--- src/rtl/vec_mac_acc.sv ---
// vec_mac_acc: four-stage pipelined signed fixed-point dot-product accumulator.
// Optional macro VEC_MAC_SAT_EN clamps out_y to the WIDTH-bit range and drives out_sat.
module vec_mac_acc #(
   parameter int WIDTH = 16,
   parameter int FRAC  = 10,
   parameter int LANES = 4,
   parameter int ACC_W = 2*WIDTH+8,
   parameter int CNT_W = 8
) (
   input  logic                   clk,
   input  logic                   rst,
   input  logic                   in_valid,
   input  logic                   in_last,
   input  logic                   in_clear,
   input  logic [LANES*WIDTH-1:0] a,
   input  logic [LANES*WIDTH-1:0] b,
   output logic                   out_valid,
   output logic [WIDTH-1:0]       out_y,
   output logic [CNT_W-1:0]       out_count,
   output logic                   out_sat
);
   localparam int PW = 2*WIDTH;
   localparam logic [CNT_W-1:0] CNT_MAX = '1;
   localparam logic [CNT_W-1:0] CNT_ONE = 1;

   logic                    s1_valid, s1_last;
   logic [LANES*WIDTH-1:0]  s1_a, s1_b;
   logic                    s2_valid, s2_last;
   logic signed [PW-1:0]    s2_prod [LANES];
   logic signed [PW-1:0]    ext_a [LANES];
   logic signed [PW-1:0]    ext_b [LANES];
   logic signed [PW-1:0]    prod_c [LANES];
   logic                    s3_valid, s3_last;
   logic signed [ACC_W-1:0] s3_sum;
   logic signed [ACC_W-1:0] lane_sum;
   logic signed [ACC_W-1:0] acc;
   logic signed [ACC_W-1:0] acc_sum;
   logic [CNT_W-1:0]        cnt;
   logic [CNT_W-1:0]        cnt_inc;
   logic [WIDTH-1:0]        y_c;

   // Stage 1: operand capture; a clear in the same cycle discards the beat
   always_ff @(posedge clk or posedge rst) begin
      if (rst) begin
         s1_valid <= 1'b0;
         s1_last  <= 1'b0;
         s1_a     <= '0;
         s1_b     <= '0;
      end else if (in_clear) begin
         s1_valid <= 1'b0;
      end else begin
         s1_valid <= in_valid;
         if (in_valid) begin
            s1_last <= in_last;
            s1_a    <= a;
            s1_b    <= b;
         end
      end
   end

   always_comb begin
      for (int i = 0; i < LANES; i++) begin
         ext_a[i]  = PW'($signed(s1_a[i*WIDTH +: WIDTH]));
         ext_b[i]  = PW'($signed(s1_b[i*WIDTH +: WIDTH]));
         prod_c[i] = ext_a[i] * ext_b[i];
      end
   end

   // Stage 2: full-precision lane products
   always_ff @(posedge clk or posedge rst) begin
      if (rst) begin
         s2_valid <= 1'b0;
         s2_last  <= 1'b0;
         for (int i = 0; i < LANES; i++) begin
            s2_prod[i] <= '0;
         end
      end else begin
         s2_valid <= s1_valid & ~in_clear;
         s2_last  <= s1_last;
         for (int i = 0; i < LANES; i++) begin
            s2_prod[i] <= prod_c[i];
         end
      end
   end

   // Each product is floored back to the input Q format before summing
   always_comb begin
      lane_sum = '0;
      for (int i = 0; i < LANES; i++) begin
         lane_sum = lane_sum + ACC_W'(s2_prod[i] >>> FRAC);
      end
   end

   always_ff @(posedge clk or posedge rst) begin
      if (rst) begin
         s3_valid <= 1'b0;
         s3_last  <= 1'b0;
         s3_sum   <= '0;
      end else begin
         s3_valid <= s2_valid & ~in_clear;
         s3_last  <= s2_last;
         s3_sum   <= lane_sum;
      end
   end

   always_comb begin
      acc_sum = acc + s3_sum;
      cnt_inc = (cnt == CNT_MAX) ? cnt : cnt + CNT_ONE;
   end

`ifdef VEC_MAC_SAT_EN
   localparam logic signed [ACC_W-1:0] Y_MAX = {{(ACC_W-WIDTH+1){1'b0}}, {(WIDTH-1){1'b1}}};
   localparam logic signed [ACC_W-1:0] Y_MIN = ~Y_MAX;
   logic sat_c;

   always_comb begin
      sat_c = 1'b0;
      y_c   = acc_sum[WIDTH-1:0];
      if (acc_sum > Y_MAX) begin
         sat_c = 1'b1;
         y_c   = {1'b0, {(WIDTH-1){1'b1}}};
      end else if (acc_sum < Y_MIN) begin
         sat_c = 1'b1;
         y_c   = {1'b1, {(WIDTH-1){1'b0}}};
      end
   end

   always_ff @(posedge clk or posedge rst) begin
      if (rst) begin
         out_sat <= 1'b0;
      end else if (!in_clear && s3_valid && s3_last) begin
         out_sat <= sat_c;
      end
   end
`else
   assign y_c     = acc_sum[WIDTH-1:0];
   assign out_sat = 1'b0;
`endif

   // Stage 4: accumulate, or emit the finished vector and restart from zero
   always_ff @(posedge clk or posedge rst) begin
      if (rst) begin
         acc       <= '0;
         cnt       <= '0;
         out_valid <= 1'b0;
         out_y     <= '0;
         out_count <= '0;
      end else begin
         out_valid <= 1'b0;
         if (in_clear) begin
            acc <= '0;
            cnt <= '0;
         end else if (s3_valid) begin
            if (s3_last) begin
               out_valid <= 1'b1;
               out_y     <= y_c;
               out_count <= cnt_inc;
               acc       <= '0;
               cnt       <= '0;
            end else begin
               acc <= acc_sum;
               cnt <= cnt_inc;
            end
         end
      end
   end

endmodule

--- config.mk ---
export PLATFORM = sky130hd
export DESIGN_NAME = vec_mac_acc
export DESIGN_NICKNAME = d
export VERILOG_FILES = /design/src/rtl/vec_mac_acc.sv
export SDC_FILE = /design/constraint.sdc
export NUM_CORES = 2
export LEC_CHECK = 0
export ABC_AREA = 0
export BUFFER_PORTS_ARGS = -buffer_cell sky130_fd_sc_hd__buf_4
export CORE_MARGIN = 2
export CORE_UTILIZATION = 60
export DETAILED_ROUTE_END_ITERATION = 12
export PLACE_DENSITY = 0.88
export SLEW_MARGIN = 20
export SYNTH_ARGS = -nofsm -noshare
export SYNTH_HDL_FRONTEND = slang
export SYNTH_SLANG_ARGS = --single-unit
--- constraint.sdc ---
create_clock -name clk -period 10.8 [get_ports clk]
set_clock_uncertainty 0.05 [all_clocks]
set_input_delay 1.62 -clock clk [delete_from_list [all_inputs] [get_ports clk]]
set_output_delay 1.62 -clock clk [all_outputs]
set_load 0.05 [all_outputs]
# Yosys cells after proc, flatten, opt, wreduce, memory -nomap -nowiden

Index checks and enable logic that the tools add are counted.

Register bits: 360
Word-level logic and storage cells: 45

Add/sub/neg operators: 5
Multipliers: 4
Equality and inequality tests: 1
Multiplexer cells: 11
Bitwise operators: 3
Reduce and logical (&&, ||, !) cells: 3

Operators with widths:

| kind                                                          | number |
|---|---|
| 16-bit by 16-bit multiplier with 32-bit output                | 4 |
| 40-bit two-way mux                                            | 3 |
| 40-bit by 25-bit adder with 40-bit output                     | 1 |
| 8-bit two-way mux                                             | 4 |
| 24-bit by 22-bit adder with 25-bit output                     | 1 |
| 23-bit by 22-bit adder with 24-bit output                     | 1 |
| 22-bit by 22-bit adder with 23-bit output                     | 1 |
| 8-bit by 1-bit adder with 8-bit output, second input constant | 1 |
| 8-bit equality test, second input constant                    | 1 |
| 1-bit two-way mux                                             | 4 |
| 3-bit AND reduction                                           | 1 |
| 1-bit AND                                                     | 2 |
| 2-bit AND reduction                                           | 1 |
| 2-bit nonzero test                                            | 1 |
| 1-bit NOT                                                     | 1 |

# Logic depth before layout (Yosys ltp)

Depth after elaboration: 5
Gate-level depth with buffers: 24
Depth with buffers taken out: 23

# Least setup slack after synthesis

No wires, ideal clock.

Path kind: register to register
Start: reg s1_b[7]
End: reg s2_prod[118] (netlist bit)
Arrival: 5915 ps
Required time: 10627 ps
Path slack: 4712 ps
Stages on the path, launching flop included: 24
Path buffers: 1
Path through: dfrtp_1 -> clkbuf_1 -> nand2_1 -> fa_1 -> inv_1 -> fa_1 -> inv_1 -> fa_1 -> inv_1 -> fa_1 -> fa_1 -> inv_1 -> fa_1 -> inv_1 -> ha_1 -> a21oi_1 -> o21ai_0 -> a221oi_1 -> nand2_1 -> o311ai_2 -> o21ai_0 -> or2_2 -> a211oi_1 -> nor2_1

RTL lines:

| element                         | RTL line | source |
|---|---|---|
| from (decl)                     | 27       | `logic [LANES*WIDTH-1:0] s1_a, s1_b;` |
| from (signal assigned)          | 48       | `s1_b <= '0;` |
| from (signal assigned)          | 56       | `s1_b <= b;` |
| to (signal, indexed assignment) | 81       | `s2_prod[i] <= prod_c[i];` |
| to (decl)                       | 29       | `logic signed [PW-1:0] s2_prod [LANES];` |

==> qor.yml <==
synth_edf_count: 0
async_flop_share: 1.00
io_pins: 159
clk_latency_ns: 0.59
dominantRegCellSynth: "dfrtp_1"
relSlewSlack: 0.350
ys_warn_count: 0
wl_um: 95100
overflow: 0
hold_buffers: 0
finalNonFillerCells: 5345
cts_buffers: 34
rsz0062_at_grt: "no"
hold_depth: 0
die-area_sq_um: 73100
hp-start: "s2_last"
drive_above_1_share: 0.0863
cp_slowest_cell: "dfrtp_1"
cts.htree.levels: 2
syn-cell-area_sq_um: 42600
yosysTopAreaCellShare: 0.406
worst_r2r_startpoint: "s1_a[7]"
yosysSeqAreaShare: 0.155
min_period_ns: 6.72
cp.required_ns: 11.22
grt_max_degree: 135
slew_violations: 0
fillerInstances: 5277
synthDistinctLibCells: 66
die_w_um: 270
setup_viol: 0
hold_viol: 0
setup_tns_ns: 0
endpoint_kind: "flop"
grt_pass1_vias: 32700
final_util: 0.651
dr.pass1.iters: 6
drtIter0Drc: 2201
synth_seq_cells: 263
worst_slew_pin_slew_ns: 0.975
path_max_fanout: 17
crit_chain: "nand2_1, fa_1, inv_1, fa_1, inv_1, fa_1, inv_1, fa_1, fa_1, inv_1, fa_1, inv_1, ha_1, a21oi_1, o21ai_0, a221oi_1, nand2_1, o311ai_2, o21ai_0, or2_2, a211oi_1, nor2_1"
nets: 5694
grtUsageTotal: 0.277
clk_pin_slew_ns: 0.06
startpoint_type: "flop"
synth_area_leaders: "fa_1 (41%), dfrtp_1 (15%), ha_1 (9.4%)"
worstSetupPathType: "reg -> reg"
gp_congestion: 0.899
syn_nets: 5643
worstRegToRegCells: 22
fp-row-count: 97
status: "finished clean"
timing.critical_path.arrival_ns: 7.14
finalCritPeriodShare: 0.622
via_count: 29100
start_util: 0.607
yosysMostFrequentCell: "inv_1"
r2r_end: "s2_prod[118]"
cts_tree: "done"
core_sq_um: 70100
placed_area_sq_um: 44400
cts-resized-gates: 0
drc: 0
port_buffers: 157
post-dp-hpwl_um: 74800
grt_pass1_wl_um: 163000
ant_nets: 0
die-height_um: 270
clockBufferDepth: 3
min_path_type: "reg -> reg"
dp.cells: 5283
wire_per_inst_um: 17.8
fin_area_sq_um: 45700
cpMostUsedCell: "fa_1"
cap_violations: 0
slowest_delay_ns: 0.73
area_growth_pct: 7.28
cts.sinks: 263
diodes: 0
synthCells: 4328
via_per_inst: 5.45
holdPathEnd: "s3_last"
timing.fmax_mhz: 149
rrSetupSlack_ns: 4.08
cts_root_buf: "clkbuf_16"
cts_post_setup_buffers_inserted: 0
antenna_found_initial: 2
ys_top_cells_by_count: "inv_1 (1025), fa_1 (863), nand2_1 (505)"
synth_top_area_cell: "fa_1"
syn_area_per_cell_sq_um: 9.84
-- worst max path at each step --
stage / startpoint / endpoint / slack, ns / cells after the start
6_report: s1_a[7] / s2_prod[118] / 4.08 / 22
3_3_place_gp: s1_a[7] / s2_prod[118] / 4.34 / 22
2_1_floorplan: rst / acc[0] / 1.89 / 1
3_5_place_dp: s1_a[7] / s2_prod[118] / 4.16 / 22
4_1_cts: s1_a[7] / s2_prod[118] / 4.12 / 22
5_1_grt: s1_a[7] / s2_prod[118] / 3.80 / 22
-- registers in the layout, summed over array words and instances, names as in the netlist, 8 cells and up --
| register | flops |
|---|---|
| s3_sum | 16 |
| s1_b | 64 |
| out_y | 16 |
| s1_a | 64 |
| s2_prod | 64 |
| cnt | 8 |
| out_count | 8 |
| acc | 16 |
-- metal layers --
| layer | track usage | share of wire | wire (um) |
|---|---|---|---|
| met5 | 0 | 0.00014 | 13 |
| met4 | 0.0945 | 0.034 | 3220 |
| met3 | 0.0473 | 0.074 | 7000 |
| met2 | 0.472 | 0.50 | 47900 |
| met1 | 0.360 | 0.39 | 36900 |
-- kinds of logic after synthesis --
logic type | share of synthesized area
buf+inv | 0.104
other cells | 0.0000881
fa+ha+maj | 0.500
mux | 0.0362
simple gates | 0.140
flops | 0.155
compound gates | 0.0326
xor+xnor | 0.0329
-- cell usage in the layout (no fill, tap or decap), types with 4 or more instances in the layout --
| cell type | netlist | routed |
|---|---|---|
| a21boi_0 | 4 | 4 |
| a21o_1 | 13 | 13 |
| dfrtp_1 | 263 | 263 |
| a21oi_1 | 45 | 45 |
| clkbuf_16 | 0 | 34 |
| clkinv_4 | 0 | 4 |
| fa_1 | 863 | 863 |
| mux2_2 | 135 | 135 |
| o211a_1 | 4 | 4 |
| buf_4 | 1 | 163 |
| inv_6 | 0 | 7 |
| nand2b_1 | 23 | 23 |
| nor4_1 | 4 | 4 |
| ha_1 | 319 | 319 |
| o21ai_0 | 52 | 52 |
| o211ai_1 | 5 | 5 |
| xnor2_1 | 134 | 134 |
| nand2_1 | 505 | 505 |
| or2_2 | 6 | 6 |
| nor2b_1 | 18 | 17 |
| bufinv_16 | 0 | 5 |
| and2_1 | 466 | 466 |
| nor3_1 | 30 | 30 |
| or3_1 | 6 | 6 |
| a22o_1 | 13 | 13 |
| a31oi_1 | 5 | 5 |
| clkinv_1 | 4 | 4 |
| o21a_1 | 19 | 19 |
| nor2_1 | 102 | 102 |
| nand4_1 | 7 | 7 |
| a211oi_1 | 7 | 7 |
| o31ai_1 | 5 | 5 |
| nand3_1 | 18 | 18 |
| inv_1 | 1025 | 1024 |
| xor2_1 | 26 | 26 |
-- per-stage QoR --
step / hold WS, ns / worst slack [ns]
floorplan: 0.281 / 1.89
global placement: 0.286 / 4.34
detailed placement: 0.303 / 4.16
CTS: 0.312 / 4.12
global route: 0.327 / 3.80
finish: 0.316 / 4.08
-- worst max-delay path: cells and delay by family, from the launching register on --
family	cells	cell delay, ns
and+or+nand+nor	4	0.76
buffers and inverters	5	0.27
DFF	1	0.73
AOI/OAI and AO/OA	6	1.40
adders and majority gates	7	3.39
-- area by class of cell --
cell class                      count  area, sq um  area share
Clock buffer                       37          872      0.0191
Clock inverter                     25          350     0.00767
Inverter                         1029         3870      0.0847
Multi-Input combinational cell   2887        31600       0.691
Sequential cell                   263         6580       0.144
Tap cell                          940         1180      0.0258
Timing Repair Buffer              164         1240      0.0272
Power is not shown: default switching activity piles up to over one toggle a cycle in this logic, so the estimate is an artifact.
